File: config.mk
export PLATFORM = sky130hd
export DESIGN_NAME = rubik_wr_req_unpack
export DESIGN_NICKNAME = d
export VERILOG_FILES = /design/src/rtl/rubik_wr_req_unpack.sv
export SDC_FILE = /design/constraint.sdc
export NUM_CORES = 1
export LEC_CHECK = 0
export CAP_MARGIN = 20
export CORE_AREA = 2 2 447 449
export DETAILED_ROUTE_END_ITERATION = 12
export DIE_AREA = 0 0 449 451
export PLACE_DENSITY = 0.37
export SYNTH_ARGS = -nofsm -noshare
export SYNTH_HDL_FRONTEND = slang
export SYNTH_SLANG_ARGS = --single-unit
File: constraint.sdc
create_clock -name nvdla_core_clk -period 3.9 [get_ports nvdla_core_clk]
set_input_delay 0.78 -clock nvdla_core_clk [delete_from_list [all_inputs] [get_ports nvdla_core_clk]]
set_output_delay 0.78 -clock nvdla_core_clk [all_outputs]
set_load 0.01 [all_outputs]
File: src/rtl/rubik_wr_req_unpack.sv
`default_nettype none
// ============================================================================
//  Module   : rubik_wr_req_unpack
//  Purpose  : Receives the multiplexed Rubik write-request packet stream
//             (command or data, selected by bit 514). It checks the packets
//             against the command/data framing rules and splits them into a
//             registered command channel and a registered data channel. It
//             also pulses a completion strobe when the last beat of an
//             acknowledged command is delivered downstream.
//  Ports    : nvdla_core_clk / nvdla_core_rstn  - clock, async active-low reset
//             wr_req_vld/rdy/pd                 - incoming 515-bit packet stream
//             cmd_vld/rdy, cmd_addr/size/ack    - command output channel
//             dat_vld/rdy, dat_data/mask/last   - data output channel
//             wr_done                           - acked command fully delivered
//             err_sticky / err_code             - first protocol error seen
//             cmd_cnt                           - forwarded command count
//  Revision : 1.0 - initial release
// ============================================================================
module rubik_wr_req_unpack (
    input  logic         nvdla_core_clk,
    input  logic         nvdla_core_rstn,
    input  logic         wr_req_vld,
    output logic         wr_req_rdy,
    input  logic [514:0] wr_req_pd,
    output logic         cmd_vld,
    input  logic         cmd_rdy,
    output logic [63:0]  cmd_addr,
    output logic [12:0]  cmd_size,
    output logic         cmd_ack,
    output logic         dat_vld,
    input  logic         dat_rdy,
    output logic [511:0] dat_data,
    output logic [1:0]   dat_mask,
    output logic         dat_last,
    output logic         wr_done,
    output logic         err_sticky,
    output logic [1:0]   err_code,
    output logic [15:0]  cmd_cnt
);

    typedef enum logic [0:0] {
        ST_IDLE = 1'b0,
        ST_DATA = 1'b1
    } state_t;

    localparam logic [1:0] ERR_ORPHAN_DAT = 2'd1;
    localparam logic [1:0] ERR_CMD_IN_DAT = 2'd2;
    localparam logic [1:0] ERR_MASK       = 2'd3;

    state_t        state_q, state_d;
    logic [13:0]   remain_q, remain_d;
    logic          ack_pend_q, ack_pend_d;

    logic          cmd_vld_q;
    logic [63:0]   cmd_addr_q;
    logic [12:0]   cmd_size_q;
    logic          cmd_ack_q;
    logic          dat_vld_q;
    logic [511:0]  dat_data_q;
    logic [1:0]    dat_mask_q;
    logic          dat_last_q;
    logic          dat_ack_q;
    logic          err_sticky_q;
    logic [1:0]    err_code_q;
    logic [15:0]   cmd_cnt_q;

    logic          w_is_dat;
    logic          w_cmd_fwd;
    logic          w_dat_fwd;
    logic          w_drop;
    logic          w_acc;
    logic          w_cmd_load;
    logic          w_dat_load;
    logic [1:0]    w_exp_mask;
    logic [13:0]   w_remain_dec;
    logic          w_err_evt;
    logic [1:0]    w_err_code;

    // ------------------------------------------------------------------
    // Packet classification and input ready
    // ------------------------------------------------------------------
    assign w_is_dat  = wr_req_pd[514];
    assign w_cmd_fwd = ~w_is_dat & (state_q == ST_IDLE);
    assign w_dat_fwd =  w_is_dat & (state_q == ST_DATA);
    // Anything out of place is swallowed immediately so the stream never stalls
    assign w_drop    = ~w_cmd_fwd & ~w_dat_fwd;

    assign wr_req_rdy = w_drop
                      | (w_cmd_fwd & (~cmd_vld_q | cmd_rdy))
                      | (w_dat_fwd & (~dat_vld_q | dat_rdy));

    assign w_acc      = wr_req_vld & wr_req_rdy;
    assign w_cmd_load = w_acc & w_cmd_fwd;
    assign w_dat_load = w_acc & w_dat_fwd;

    // A lone half is owed only when remain is 1; otherwise a full beat
    assign w_exp_mask   = (remain_q == 14'd1) ? 2'b01 : 2'b11;
    assign w_remain_dec = remain_q - ((remain_q == 14'd1) ? 14'd1 : 14'd2);

    // ------------------------------------------------------------------
    // Framing FSM
    // ------------------------------------------------------------------
    always_ff @(posedge nvdla_core_clk or negedge nvdla_core_rstn) begin
        if (!nvdla_core_rstn) begin
            state_q    <= ST_IDLE;
            remain_q   <= 14'd0;
            ack_pend_q <= 1'b0;
        end else begin
            state_q    <= state_d;
            remain_q   <= remain_d;
            ack_pend_q <= ack_pend_d;
        end
    end

    always_comb begin
        state_d    = state_q;
        remain_d   = remain_q;
        ack_pend_d = ack_pend_q;
        case (state_q)
            ST_IDLE: begin
                if (w_cmd_load) begin
                    state_d    = ST_DATA;
                    remain_d   = {1'b0, wr_req_pd[76:64]} + 14'd1;
                    ack_pend_d = wr_req_pd[77];
                end
            end
            ST_DATA: begin
                if (w_dat_load) begin
                    remain_d = w_remain_dec;
                    if (w_remain_dec == 14'd0) begin
                        state_d = ST_IDLE;
                    end
                end
            end
            default: state_d = ST_IDLE;
        endcase
    end

    // ------------------------------------------------------------------
    // Error detection
    // ------------------------------------------------------------------
    always_comb begin
        w_err_evt  = 1'b0;
        w_err_code = 2'd0;
        if (w_acc & w_drop) begin
            w_err_evt  = 1'b1;
            w_err_code = w_is_dat ? ERR_ORPHAN_DAT : ERR_CMD_IN_DAT;
        end else if (w_dat_load && (wr_req_pd[513:512] != w_exp_mask)) begin
            w_err_evt  = 1'b1;
            w_err_code = ERR_MASK;
        end
    end

    always_ff @(posedge nvdla_core_clk or negedge nvdla_core_rstn) begin
        if (!nvdla_core_rstn) begin
            err_sticky_q <= 1'b0;
            err_code_q   <= 2'd0;
        end else if (w_err_evt) begin
            err_sticky_q <= 1'b1;
            if (!err_sticky_q) begin
                err_code_q <= w_err_code;
            end
        end
    end

    // ------------------------------------------------------------------
    // Command output register (load wins over pop for back-to-back flow)
    // ------------------------------------------------------------------
    always_ff @(posedge nvdla_core_clk or negedge nvdla_core_rstn) begin
        if (!nvdla_core_rstn) begin
            cmd_vld_q  <= 1'b0;
            cmd_addr_q <= 64'd0;
            cmd_size_q <= 13'd0;
            cmd_ack_q  <= 1'b0;
            cmd_cnt_q  <= 16'd0;
        end else begin
            if (w_cmd_load) begin
                cmd_vld_q  <= 1'b1;
                cmd_addr_q <= wr_req_pd[63:0];
                cmd_size_q <= wr_req_pd[76:64];
                cmd_ack_q  <= wr_req_pd[77];
                cmd_cnt_q  <= cmd_cnt_q + 16'd1;
            end else if (cmd_rdy) begin
                cmd_vld_q  <= 1'b0;
            end
        end
    end

    // ------------------------------------------------------------------
    // Data output register; the ack bit travels with the beat so wr_done
    // stays correct even after a new command has been accepted.
    // ------------------------------------------------------------------
    always_ff @(posedge nvdla_core_clk or negedge nvdla_core_rstn) begin
        if (!nvdla_core_rstn) begin
            dat_vld_q  <= 1'b0;
            dat_data_q <= 512'd0;
            dat_mask_q <= 2'd0;
            dat_last_q <= 1'b0;
            dat_ack_q  <= 1'b0;
        end else begin
            if (w_dat_load) begin
                dat_vld_q  <= 1'b1;
                dat_data_q <= wr_req_pd[511:0];
                dat_mask_q <= wr_req_pd[513:512];
                dat_last_q <= (w_remain_dec == 14'd0);
                dat_ack_q  <= ack_pend_q;
            end else if (dat_rdy) begin
                dat_vld_q  <= 1'b0;
            end
        end
    end

    // ------------------------------------------------------------------
    // Outputs
    // ------------------------------------------------------------------
    assign cmd_vld    = cmd_vld_q;
    assign cmd_addr   = cmd_addr_q;
    assign cmd_size   = cmd_size_q;
    assign cmd_ack    = cmd_ack_q;
    assign dat_vld    = dat_vld_q;
    assign dat_data   = dat_data_q;
    assign dat_mask   = dat_mask_q;
    assign dat_last   = dat_last_q;
    assign wr_done    = dat_vld_q & dat_rdy & dat_last_q & dat_ack_q;
    assign err_sticky = err_sticky_q;
    assign err_code   = err_code_q;
    assign cmd_cnt    = cmd_cnt_q;

endmodule
`default_nettype wire

== Word level (Yosys, flattened, before mapping) ==
Cells that the tools add are included.
Operators by class
  equality and inequality tests: 4
  mux-type cells: 18
  bitwise operators: 23
  reductions and logical operators: 7
  add/subtract/negate cells: 3
Operators by type and width (count)
  two-way mux 14 bit: 2
  case mux 14 bit (2 select lines): 1
  adder 16 x 1 -> 16 bit (second input constant): 1
  adder 13 x 1 -> 14 bit (second input constant): 1
  == test 14 x 1 -> 1 bit (second input constant): 1
  zero test 14 bit: 1
  subtractor 14 x 2 -> 14 bit: 1
  bitwise AND 1 bit: 12
  two-way mux 2 bit: 5
  two-way mux 1 bit: 9
  inverter 1 bit: 7
  AND reduction 2 bit: 3
  bitwise OR 1 bit: 4
  nonzero test 2 bit: 2
  != test 2 x 1 -> 1 bit (second input constant): 1
  != test 2 bit: 1
  != test 2 bit (second input constant): 1
  case mux 1 bit (2 select lines): 1
  logical AND 1 bit: 1
Storage, ports and cells
  bits in registers: 631
  word-level logic and storage cells: 70

== Depth between registers and ports, before layout ==
  depth after elaboration: 12
  mapped depth: 12
  gate-level depth less buffers: 12

== Worst setup path before layout ==
Ideal clock, no wire load.
  path kind: flip-flop to flip-flop
  start: reg remain_q[6]
  end: reg state_q
  library setup time: 0.149 ns
  stages on the path, launching flop included: 13
  required time: 3.751 ns
  slack: 0.074 ns
  buffers on the path: 0
  data arrival time: 3.677 ns
  cells stage by stage: dfrtp_1 > or4_4 > or4_4 > inv_1 > ha_1 > inv_1 > fa_1 > or4_1 > or4_4 > xor2_1 > nand2_1 > nor4_2 > a41oi_1
On the way
  cells in the longest elaborated chain, start to end: 7
RTL lines
  start, declared: RTL line 51  | logic [13:0] remain_q, remain_d;
  start signal, assigned: RTL line 110  | remain_q <= remain_d;
  == test 14 x 1 -> 1 bit: RTL line 98  | assign w_remain_dec = remain_q - ((remain_q == 14'd1) ? 14'd1 : 14'd2);
  two-way mux 2 bit: RTL line 98
  subtractor 14 x 2 -> 14 bit *: RTL line 98
  zero test 14 bit *: RTL line 130  | if (w_remain_dec == 14'd0) begin
  two-way mux 1 bit *: RTL line 130
  two-way mux 1 bit *: RTL line 128  | if (w_dat_load) begin
  case mux 1 bit (2 select lines) *: RTL line 119  | case (state_q)
  via state_d: RTL line 50  | state_t state_q, state_d;
  end signal, assigned: RTL line 109  | state_q <= state_d;
  end, declared: RTL line 50
The timed path passes the listed nets; every way through them passes the cells marked *.
A chain may end at the register's enable or synchronous reset.

== Final worst setup path ==
  start: reg remain_q[10]
  end: reg state_q
Same word-level chain as after synthesis.

==> results.cfg <==
[floorplan]
io_pins = 1136
start_util_pct = 12.3
die_w_um = 449
die_y_um = 451
fp-row-count = 164
coreArea_sq_um = 198000
die-area_sq_um = 202000

[placed_design]
port_buffers = 1135
dp_hpwl_mm = 109
dp_slack_ns = 0.0823
gp_congestion = 0.850

[logic_synthesis]
synth_ff_type = dfrtp_1
synthesis.nets = 3282
synth.yosys.seq_area_share_pct = 64.9
syn-cell-area_sq_um = 24300
synth.avg_cell_area_sq_um = 8.83
synth_edf_count = 0
syn_inst = 2755
synth-seq-cells = 631
synth-async-reset-ratio_pct = 100
yosys.cell_types.count = 47
synth_warnings = 0

[critical_path]
critPathBufInv = 2
arrival_ns = 4.26
critPathSlowestCell = or4_4
end_kind = flop
cpPeakStageDelay_ns = 0.54
path_class = flop to flop
worstPathRequired_ns = 4.47
startpoint_type = flop
cp_cell_sequence = or4_4 > or4_4 > inv_2 > ha_4 > inv_1 > fa_2 > or4_4 > or4_4 > xor2_1 > nand2_1 > nor4_4 > a41oi_2
crit_top_cell = or4_4
critPathTopFamily = simple AND/OR/NAND/NOR gates
crit_fanout = 2

[final_layout]
drive_gt1_share_pct = 6.51
mostFrequentLayoutCells = 1,802 x nand2_1, 1,134 x clkdlybuf4s50_1, 630 x dfrtp_1
multiInputGateArea_sq_um = 8060
final_common_cell = nand2_1
fin_util_pct = 21.4
area_growth_pct = 74.5
final.fill_count = 21900
fin_nets = 4470
regArea_sq_um = 15800

[global_route]
grt_pass1_vias = 23400
grt_usage_pct = 13.3
grt_max_degree = 105
antenna_found_initial = 35
grt_overflow = 0
grt_pass1_wl_mm = 192

[worst_hold_path]
hold_path_class = primary input to asynchronous set/reset pin

[sta]
finalCritPeriodShare_pct = 94.7
hold-worst-slack_ns = 0.109
drv_slew = 0
max_freq_mhz = 271
layout_min_cycle_time_ns = 3.69
hold_viol_final = 0
finalSetupViolCount = 0
clock_skew_ns = 0.0352
rsz0062_at_grt = false
slew_headroom_pct = 45.9
setup_ws_ns = 0.208
worst_pin_slew_ns = 0.811
finalSetupTns_ns = 0

[route]
via_per_inst = 3.44
drt_iter0_drc = 1588
drc = 0
via_count = 22900
wl_per_cell_um = 20.8
ant_nets = 0
drt-pass1-iter-count = 5
finalWirelength_mm = 139

[clocking]
insertion_delay_ns = 0.71
cts-buffers-inserted = 84
cts_tree = done
clockBufferDepth = 3
cts_root_buf = clkbuf_16
clk_pin_slew_worst_paths_ns = 0.06
clock_sinks = 631
cts_hold_buf = 0
ctsHtreeMaxLevel = 3

[power_and_ir_drop]
p_switching_mw = 9.89
combinationalPowerShare_pct = 35.7
internal_power_mw = 18.5
p_leak_nw = 19.6
powerDensity_nw_per_um2 = 667
p_total_mw = 28.3
ir_drop_v = 0.000335
switching_share_pct = 34.9
seq_power_share_pct = 36.2
clkPwrFrac_pct = 28.1

[flow_run]
maxCapViolations = 0

[run_status]
outcome = finished, final reports clean
per-stage QoR:
step	cells	area (sq um)
global placement	6510	39600
floorplan	2755	24300
CTS	6660	42400
global route	6666	42400
finish	6674	42500
detailed placement	6510	39600
registers in the layout, indices dropped and copies added, names as in the netlist, 2 cells and up:
signal / cells
err_code: 2
cmd_addr: 64
remain_q: 14
dat_mask: 2
cmd_size: 13
dat_data: 512
cmd_cnt: 16
power groups by stage:
stage | clock network (mW) | registers [mW] | logic (mW)
2_1_floorplan | 0 | 10.9 | 2.22
3_3_place_gp | 0 | 10.3 | 10.4
3_5_place_dp | 0 | 10.3 | 10.3
4_1_cts | 8.29 | 10.3 | 10.4
5_1_grt | 8.55 | 10.5 | 10.9
6_report | 7.95 | 10.3 | 10.1
synth_stat cells, types with 3 or more instances:
cell type / instances / area share [%]
inv_1: 9 / 0.14
buf_1: 13 / 0.20
o21ai_0: 17 / 0.35
o221a_2: 3 / 0.14
clkbuf_1: 123 / 1.9
ha_1: 6 / 0.31
dfrtp_1: 631 / 65
nand2b_1: 3 / 0.077
and3_1: 6 / 0.15
or4_4: 3 / 0.14
or4_1: 3 / 0.093
a31oi_1: 3 / 0.077
nor3_1: 7 / 0.14
xnor2_1: 21 / 0.76
nand4_1: 7 / 0.18
nand2_1: 1802 / 28
nand3b_1: 3 / 0.093
nor2_1: 17 / 0.26
a21oi_1: 18 / 0.37
xor2_1: 9 / 0.32
nand3_1: 18 / 0.37
worst register-to-register path, cell delays in order (launching register included):
cell     delay [ns]
dfrtp_1        0.38
or4_4          0.54
or4_4          0.54
inv_2          0.09
ha_4           0.13
inv_1          0.05
fa_2           0.34
or4_4          0.43
or4_4          0.43
xor2_1         0.14
nand2_1        0.10
nor4_4         0.26
a41oi_2        0.15
path summary, 6_finish.rpt:
path                         slack, ns             to  cells past startpoint            start
min in group nvdla_core_clk       0.47  dat_data[203]                      2    dat_data[203]
min                               0.11   dat_data[25]                      1  nvdla_core_rstn
max in group asynchronous         2.71  dat_data[201]                      3  nvdla_core_rstn
max reg2reg                       0.21        state_q                     12     remain_q[10]
min reg2reg                       0.47  dat_data[203]                      2    dat_data[203]
max                               0.21        state_q                     12     remain_q[10]
per-layer routing:
metal,vias up,track usage (%),share of wire (%)
li1,10800,-,-
met1,11200,17.0,43
met2,724,21.8,48
met3,185,3.76,7.1
met4,26,3.53,2.3
met5,-,0,0.12
cell type report:
class | instances | area share, %
flip-flops and latches | 631 | 37.2
repair buffers | 1239 | 29.3
multi-input cells | 1978 | 19.0
well taps | 2656 | 7.83
clock buffers | 123 | 5.67
clock inverters | 27 | 0.846
inverters | 9 | 0.0796
diodes | 11 | 0.0648
kinds of logic (layout without fill, tap and decap cells):
logic type                 count (synthesis)  count (layout)  share of synthesized area (%)
other                                      0              11                              0
and+or+nand+nor                         1883            1883                           29.8
buffers and inverters                    146            1398                           2.28
muxes                                      3               3                          0.129
xor gates and xnor gates                  30              30                           1.08
adders and majority gates                  7               7                          0.391
DFF                                      631             631                           64.9
AOI/OAI and AO/OA                         55              55                           1.45
timing repair:
action                                 4_1_cts  5_1_grt
buffers inserted                             0        3
gates resized for setup                      0        9
setup endpoints to repair                    0        2
endpoints found under the hold margin        0        0
Power figures use the tool's default switching activity.
